<file path="src/rtl/led_seq_ctrl_if.sv">
// Pin-level bundle for the LED sequencer: button input plus LED and mode outputs.
interface led_seq_ctrl_if;
   logic       btn_n;
   logic [5:0] led;
   logic [1:0] mode;

   modport master (output btn_n, input led, input mode);
   modport slave  (input btn_n, output led, output mode);
endinterface

</file>
<file path="src/rtl/led_seq_ctrl.sv">
// LED pattern sequencer (SHIFT/BOUNCE/BLINK/COUNT) stepped by a divided tick, mode cycled by a debounced button.
// Optional auto mode-advance every AUTO_STEPS ticks is enabled by defining LED_SEQ_AUTO_EN.
module led_seq_ctrl #(
   parameter int unsigned CLK_HZ     = 27_000_000,
   parameter int unsigned STEP_MS    = 500,
   parameter int unsigned DB_MS      = 20,
   parameter int unsigned AUTO_STEPS = 12
) (
   input  logic          sys_clk,
   input  logic          sys_rst_n,
   led_seq_ctrl_if.slave pins
);
   localparam int unsigned STEP_RAW = (CLK_HZ / 1000) * STEP_MS;
   localparam int unsigned STEP_CYC = (STEP_RAW < 2) ? 2 : STEP_RAW;
   localparam int unsigned DB_RAW   = (CLK_HZ / 1000) * DB_MS;
   localparam int unsigned DB_CYC   = (DB_RAW < 1) ? 1 : DB_RAW;
   localparam int unsigned STEP_W   = $clog2(STEP_CYC);
   localparam int unsigned DB_W     = $clog2(DB_CYC + 1);

   typedef enum logic [1:0] {SHIFT = 2'd0, BOUNCE = 2'd1, BLINK = 2'd2, COUNT = 2'd3} mode_t;

   mode_t             mode, mode_next;
   logic [5:0]        led, p, p_next;
   logic              dir, dir_next;   // 1 = lit LED moving toward bit 5
   logic              sync1, sync2, accepted;
   logic [DB_W-1:0]   db_cnt;
   logic [STEP_W-1:0] step_cnt;
   logic              db_done, press, tick, enter, auto_adv;

   if (AUTO_STEPS == 0) begin : g_auto_steps_check
      $error("AUTO_STEPS must be at least 1");
   end

   // Button synchronizer and debouncer; accepted level flips after DB_CYC stable cycles
   always_ff @(posedge sys_clk) begin
      if (!sys_rst_n) begin
         sync1    <= 1'b1;
         sync2    <= 1'b1;
         accepted <= 1'b1;
         db_cnt   <= '0;
      end else begin
         sync1 <= pins.btn_n;
         sync2 <= sync1;
         if (sync2 == accepted) begin
            db_cnt <= '0;
         end else if (db_done) begin
            accepted <= sync2;
            db_cnt   <= '0;
         end else begin
            db_cnt <= db_cnt + DB_W'(1);
         end
      end
   end

   assign db_done = (sync2 != accepted) && (db_cnt == DB_W'(DB_CYC - 1));
   assign press   = db_done && accepted;
   assign tick    = (step_cnt == STEP_W'(STEP_CYC - 1));

`ifdef LED_SEQ_AUTO_EN
   localparam int unsigned AUTO_W = $clog2(AUTO_STEPS + 1);
   logic [AUTO_W-1:0] auto_cnt;

   // Ticks spent in the current mode; the AUTO_STEPS-th tick advances instead of stepping
   always_ff @(posedge sys_clk) begin
      if (!sys_rst_n || enter) auto_cnt <= '0;
      else if (tick)           auto_cnt <= auto_cnt + AUTO_W'(1);
   end

   assign auto_adv = tick && (auto_cnt == AUTO_W'(AUTO_STEPS - 1));
`else
   assign auto_adv = 1'b0;
`endif

   // Mode state register
   always_ff @(posedge sys_clk) begin
      if (!sys_rst_n) mode <= SHIFT;
      else            mode <= mode_next;
   end

   // Mode next-state: a press (or auto-advance) moves to the next mode
   always_comb begin
      mode_next = mode;
      enter     = 1'b0;
      if (press || auto_adv) begin
         mode_next = mode_t'(mode + 2'd1);
         enter     = 1'b1;
      end
   end

   // Pattern next value; mode entry overrides a coincident tick
   always_comb begin
      p        = ~led;
      p_next   = p;
      dir_next = dir;
      if (enter) begin
         dir_next = 1'b1;
         case (mode_next)
            SHIFT, BOUNCE: p_next = 6'b000001;
            BLINK:         p_next = 6'b111111;
            default:       p_next = 6'b000000;
         endcase
      end else if (tick) begin
         case (mode)
            SHIFT:   p_next = {p[4:0], p[5]};
            BOUNCE: begin
               if (dir) begin
                  if (p[5]) begin
                     p_next   = 6'b010000;
                     dir_next = 1'b0;
                  end else begin
                     p_next = {p[4:0], 1'b0};
                  end
               end else begin
                  if (p[0]) begin
                     p_next   = 6'b000010;
                     dir_next = 1'b1;
                  end else begin
                     p_next = {1'b0, p[5:1]};
                  end
               end
            end
            BLINK:   p_next = ~p;
            default: p_next = p + 6'd1;
         endcase
      end
   end

   // Pattern, direction and step counter registers
   always_ff @(posedge sys_clk) begin
      if (!sys_rst_n) begin
         led      <= 6'b111110;
         dir      <= 1'b1;
         step_cnt <= '0;
      end else begin
         led <= ~p_next;
         dir <= dir_next;
         if (enter || tick) step_cnt <= '0;
         else               step_cnt <= step_cnt + STEP_W'(1);
      end
   end

   assign pins.led  = led;
   assign pins.mode = mode;
endmodule

</file>
<file path="src/flat_wrapper.sv">
// flat-port wrapper written by rule: the top's interface ports become plain ports
module led_seq_ctrl_flat 
#(
   parameter int unsigned CLK_HZ     = 27_000_000,
   parameter int unsigned STEP_MS    = 500,
   parameter int unsigned DB_MS      = 20,
   parameter int unsigned AUTO_STEPS = 12
)
  (sys_clk, sys_rst_n, pins_btn_n, pins_led, pins_mode);
  led_seq_ctrl_if pins_i ();
  input  logic sys_clk;
  input  logic sys_rst_n;
  input wire logic [$bits(pins_i.btn_n)-1:0] pins_btn_n;
  output wire logic [$bits(pins_i.led)-1:0] pins_led;
  output wire logic [$bits(pins_i.mode)-1:0] pins_mode;
  assign pins_i.btn_n = pins_btn_n;
  assign pins_led = pins_i.led;
  assign pins_mode = pins_i.mode;
  led_seq_ctrl #(.CLK_HZ(CLK_HZ), .STEP_MS(STEP_MS), .DB_MS(DB_MS), .AUTO_STEPS(AUTO_STEPS)) u_core (.sys_clk(sys_clk), .sys_rst_n(sys_rst_n), .pins(pins_i));
endmodule
</file>
<file path="config.mk">
export PLATFORM = sky130hd
export DESIGN_NAME = led_seq_ctrl_flat
export DESIGN_NICKNAME = d
export VERILOG_FILES = /design/src/rtl/led_seq_ctrl_if.sv /design/src/rtl/led_seq_ctrl.sv /design/src/flat_wrapper.sv
export SDC_FILE = /design/constraint.sdc
export NUM_CORES = 1
export LEC_CHECK = 0
export CAP_MARGIN = 20
export CORE_ASPECT_RATIO = 1.1
export CORE_MARGIN = 1.5
export CORE_UTILIZATION = 60
export CTS_CLUSTER_SIZE = 28
export DETAILED_ROUTE_END_ITERATION = 7
export HOLD_SLACK_MARGIN = 0.06
export PLACE_DENSITY = 0.79
export SLEW_MARGIN = 0
export SYNTH_ARGS = -nofsm -noshare
export SYNTH_HDL_FRONTEND = slang
export SYNTH_SLANG_ARGS = --single-unit
</file>
<file path="constraint.sdc">
create_clock -name sys_clk -period 2.54 [get_ports sys_clk]
set_input_delay 0.508 -clock sys_clk [delete_from_list [all_inputs] [get_ports sys_clk]]
set_output_delay 0.508 -clock sys_clk [all_outputs]
set_load 0.05 [all_outputs]
</file>
==> run summary <==
Setup violations, final = 0
CTS tree = yes
Mean Syn Cell Area = 9.01 um^2
complex-gate fraction of the synthesized area = 8.39%
Root Buffer = clkbuf_8
Placer Congestion = 0.882
post-synth top area cell = dfxtp_1
crit-path cells = clkdlybuf4s50_1
Post-CTS Hold Fix Bufs = 0
final setup TNS = 0 ns
WL/cell = 13.5 um
critical path class = reg2out
final max-slew violation count = 0
Final min period = 2.16 ns
nets = 348
DR pass1 iterations = 4
outcome = finished clean
commonest non-fill, non-tap cell in the layout = dfxtp_1
Place WS = 0.504 ns
post-synthesis xor/xnor area fraction = 12.2%
Die H = 76.4 um
synth top area cells = dfxtp_1 (38%), xor2_1 (6.6%), xnor2_1 (5.7%), nor2_1 (4.5%), nor2_2 (4.3%)
post-CTS setup buffer count = 0
die area = 5330 um^2
crit path max-delay cell type = clkdlybuf4s50_1
final WL = 5260 um
largest family of logic cells by synthesized area = simple AND/OR/NAND/NOR gates
Area Overhead vs Synth = 6.30%
grt ovf = 0
# DRC = 0
sequential power share = 65.4%
pin count of the biggest net entering global routing = 24
clock skew = 0.0118 ns
first-pass GRT wire length = 9430 um
total of warnings raised by yosys = 0
PostCTS Resize Cnt = 0
DP Wirelength = 3830 um
fill count = 393
area of the core = 4680 um^2
Data required, critical path = 2.03 ns
P per Cell Area = 435 nW/um^2
Inserted Clock Buffers = 5
Ports = 11
NetSw = 0.284 mW
Synth Register Bits = 56
Initial Util = 62.7%
Seq/Total Area, Yosys = 38.2%
maximum VDD drop = 0.227 mV
Slew @ Worst Pin = 0.674 ns
Final WS setup = 0.382 ns
Post-synth EDFFs = 0
P_int = 1.07 mW
FMAX = 0.463 GHz
Max clock buf depth = 2
vias in the first global route = 2202
antenna cells = 0
Netlist Area Pre-Place = 2940 um^2
Antenna Nets Post-Route = 0
element type at the critical path start = flop
final total power = 1.36 mW
Data arrival, critical path = 1.65 ns
Row Count = 26
PortBufs = 10
largest stage delay on the critical path = 0.86 ns
latest clock arrival within the worst-skew pair = 0.30 ns
synth unique cells = 54
Max Cap Violations = 0
antenna violations before repair = 0
Via density = 5.82
Bufs and invs on worst path = 1
H-tree levels = 2
most frequent cells in the layout = dfxtp_1 (56), nor2_1 (35), xor2_1 (22), nor2_2 (20), xnor2_1 (19)
routed vias = 2274
Switching Share = 20.9%
worst hold path type = reg2reg
period utilization = 85.0%
slew margin rel. = 55.1%
combinational group share of total power = 2.6%
clock sink count = 56
clock share of power = 32.0%
endpoints failing hold = 0
post-synthesis simple-gate area fraction = 31.9%
fraction of the mapped netlist area in adder cells = 3.41%
Top Family by Delay on Critical Path = buffers and inverters
RSZ-0062 raised after global routing = false
chip width = 69.7 um
Worst Setup End Kind = output pin
clock slew at reported path FFs = 0.10 ns
Syn Inst Count = 326
Syn Nets = 337
Post-synth ARST share = 0%
fraction of layout cells with a size suffix above 1 = 12.5%
multiplexer share of the synthesized area = 1.41%
Pleak = 1.08 nW
post-synth top area share = 38.2%
total track usage = 21.3%
DRT iter0 DRCs = 99
Post-synth top flop = dfxtp_1
Crit Path Max Fanout = 8
==> cells by family after synthesis <==
| kind of cell | count (synthesis) |
|---|---|
| simple gates | 157 |
| flops | 56 |
| xor+xnor | 41 |
| compound gates | 36 |
| buf+inv | 24 |
| fa+ha+maj | 8 |
| mux | 4 |
==> per-stage QoR <==
stage	utilization, %	cell area, um^2	hold WS, ns	std cells
after floorplan	-	2940	0.386	326
after detailed placement	65.2	3050	0.432	386
after global routing	66.7	3120	0.461	391
after CTS	66.7	3120	0.453	391
after global placement	65.2	3050	0.391	386
final	66.7	3120	0.440	391
==> power groups by stage <==
stage	sequential (mW)	clock, mW	combinational, mW
2_1_floorplan	0.908	0	0.0308
3_3_place_gp	0.909	0	0.0345
3_5_place_dp	0.909	0	0.0351
4_1_cts	0.889	0.453	0.0353
5_1_grt	0.890	0.482	0.0380
6_report	0.889	0.435	0.0348
==> path summary, 6_finish.rpt <==
kind	endpoint	startpoint	depth (start not counted)	slack (ns)
worst min register to register	u_core.sync2	u_core.sync1	1	0.44
worst min-delay path	u_core.sync2	u_core.sync1	1	0.44
worst max register to register	u_core.db_cnt[15]	u_core.db_cnt[0]	6	0.52
worst max-delay path	pins_led[0]	flop	1	0.38
==> final cells by class <==
| cell class | instances | area (um^2) | area share (%) |
|---|---|---|---|
| Timing Repair Buffer | 13 | 123 | 3.93 |
| Clock buffer | 5 | 68.8 | 2.20 |
| Inverter | 15 | 56.3 | 1.80 |
| Tap cell | 56 | 70.1 | 2.24 |
| Multi-Input combinational cell | 246 | 1680 | 53.9 |
| Sequential cell | 56 | 1120 | 35.9 |
==> synthesized netlist by cell type (2+ instances only) <==
cell / n
clkbuf_1: 4
o31a_1: 2
a31oi_1: 3
nor3_1: 5
nor2_2: 20
nor3b_1: 3
and3_1: 8
nand4_1: 10
a221oi_1: 3
mux2i_1: 3
nor2b_1: 2
nand3b_1: 2
nand2_1: 18
ha_1: 8
and4_1: 9
nand3_1: 16
xor2_1: 22
buf_12: 2
buf_2: 2
nor2_1: 35
dfxtp_1: 56
nor3_2: 4
and2_1: 6
xnor2_1: 19
o21ai_0: 7
or3_1: 4
inv_1: 15
nand2b_1: 5
a21oi_1: 8
==> per-layer routing <==
layer / part of all wire [%] / track usage [%] / vias to the layer above
li1: - / - / 1148
met1: 47 / 26.0 / 1080
met2: 48 / 36.5 / 34
met3: 2.8 / 4.23 / 12
met4: 2.1 / 8.65 / 0
met5: 0 / 0 / -
No activity file was read; power rests on OpenSTA's default activity.
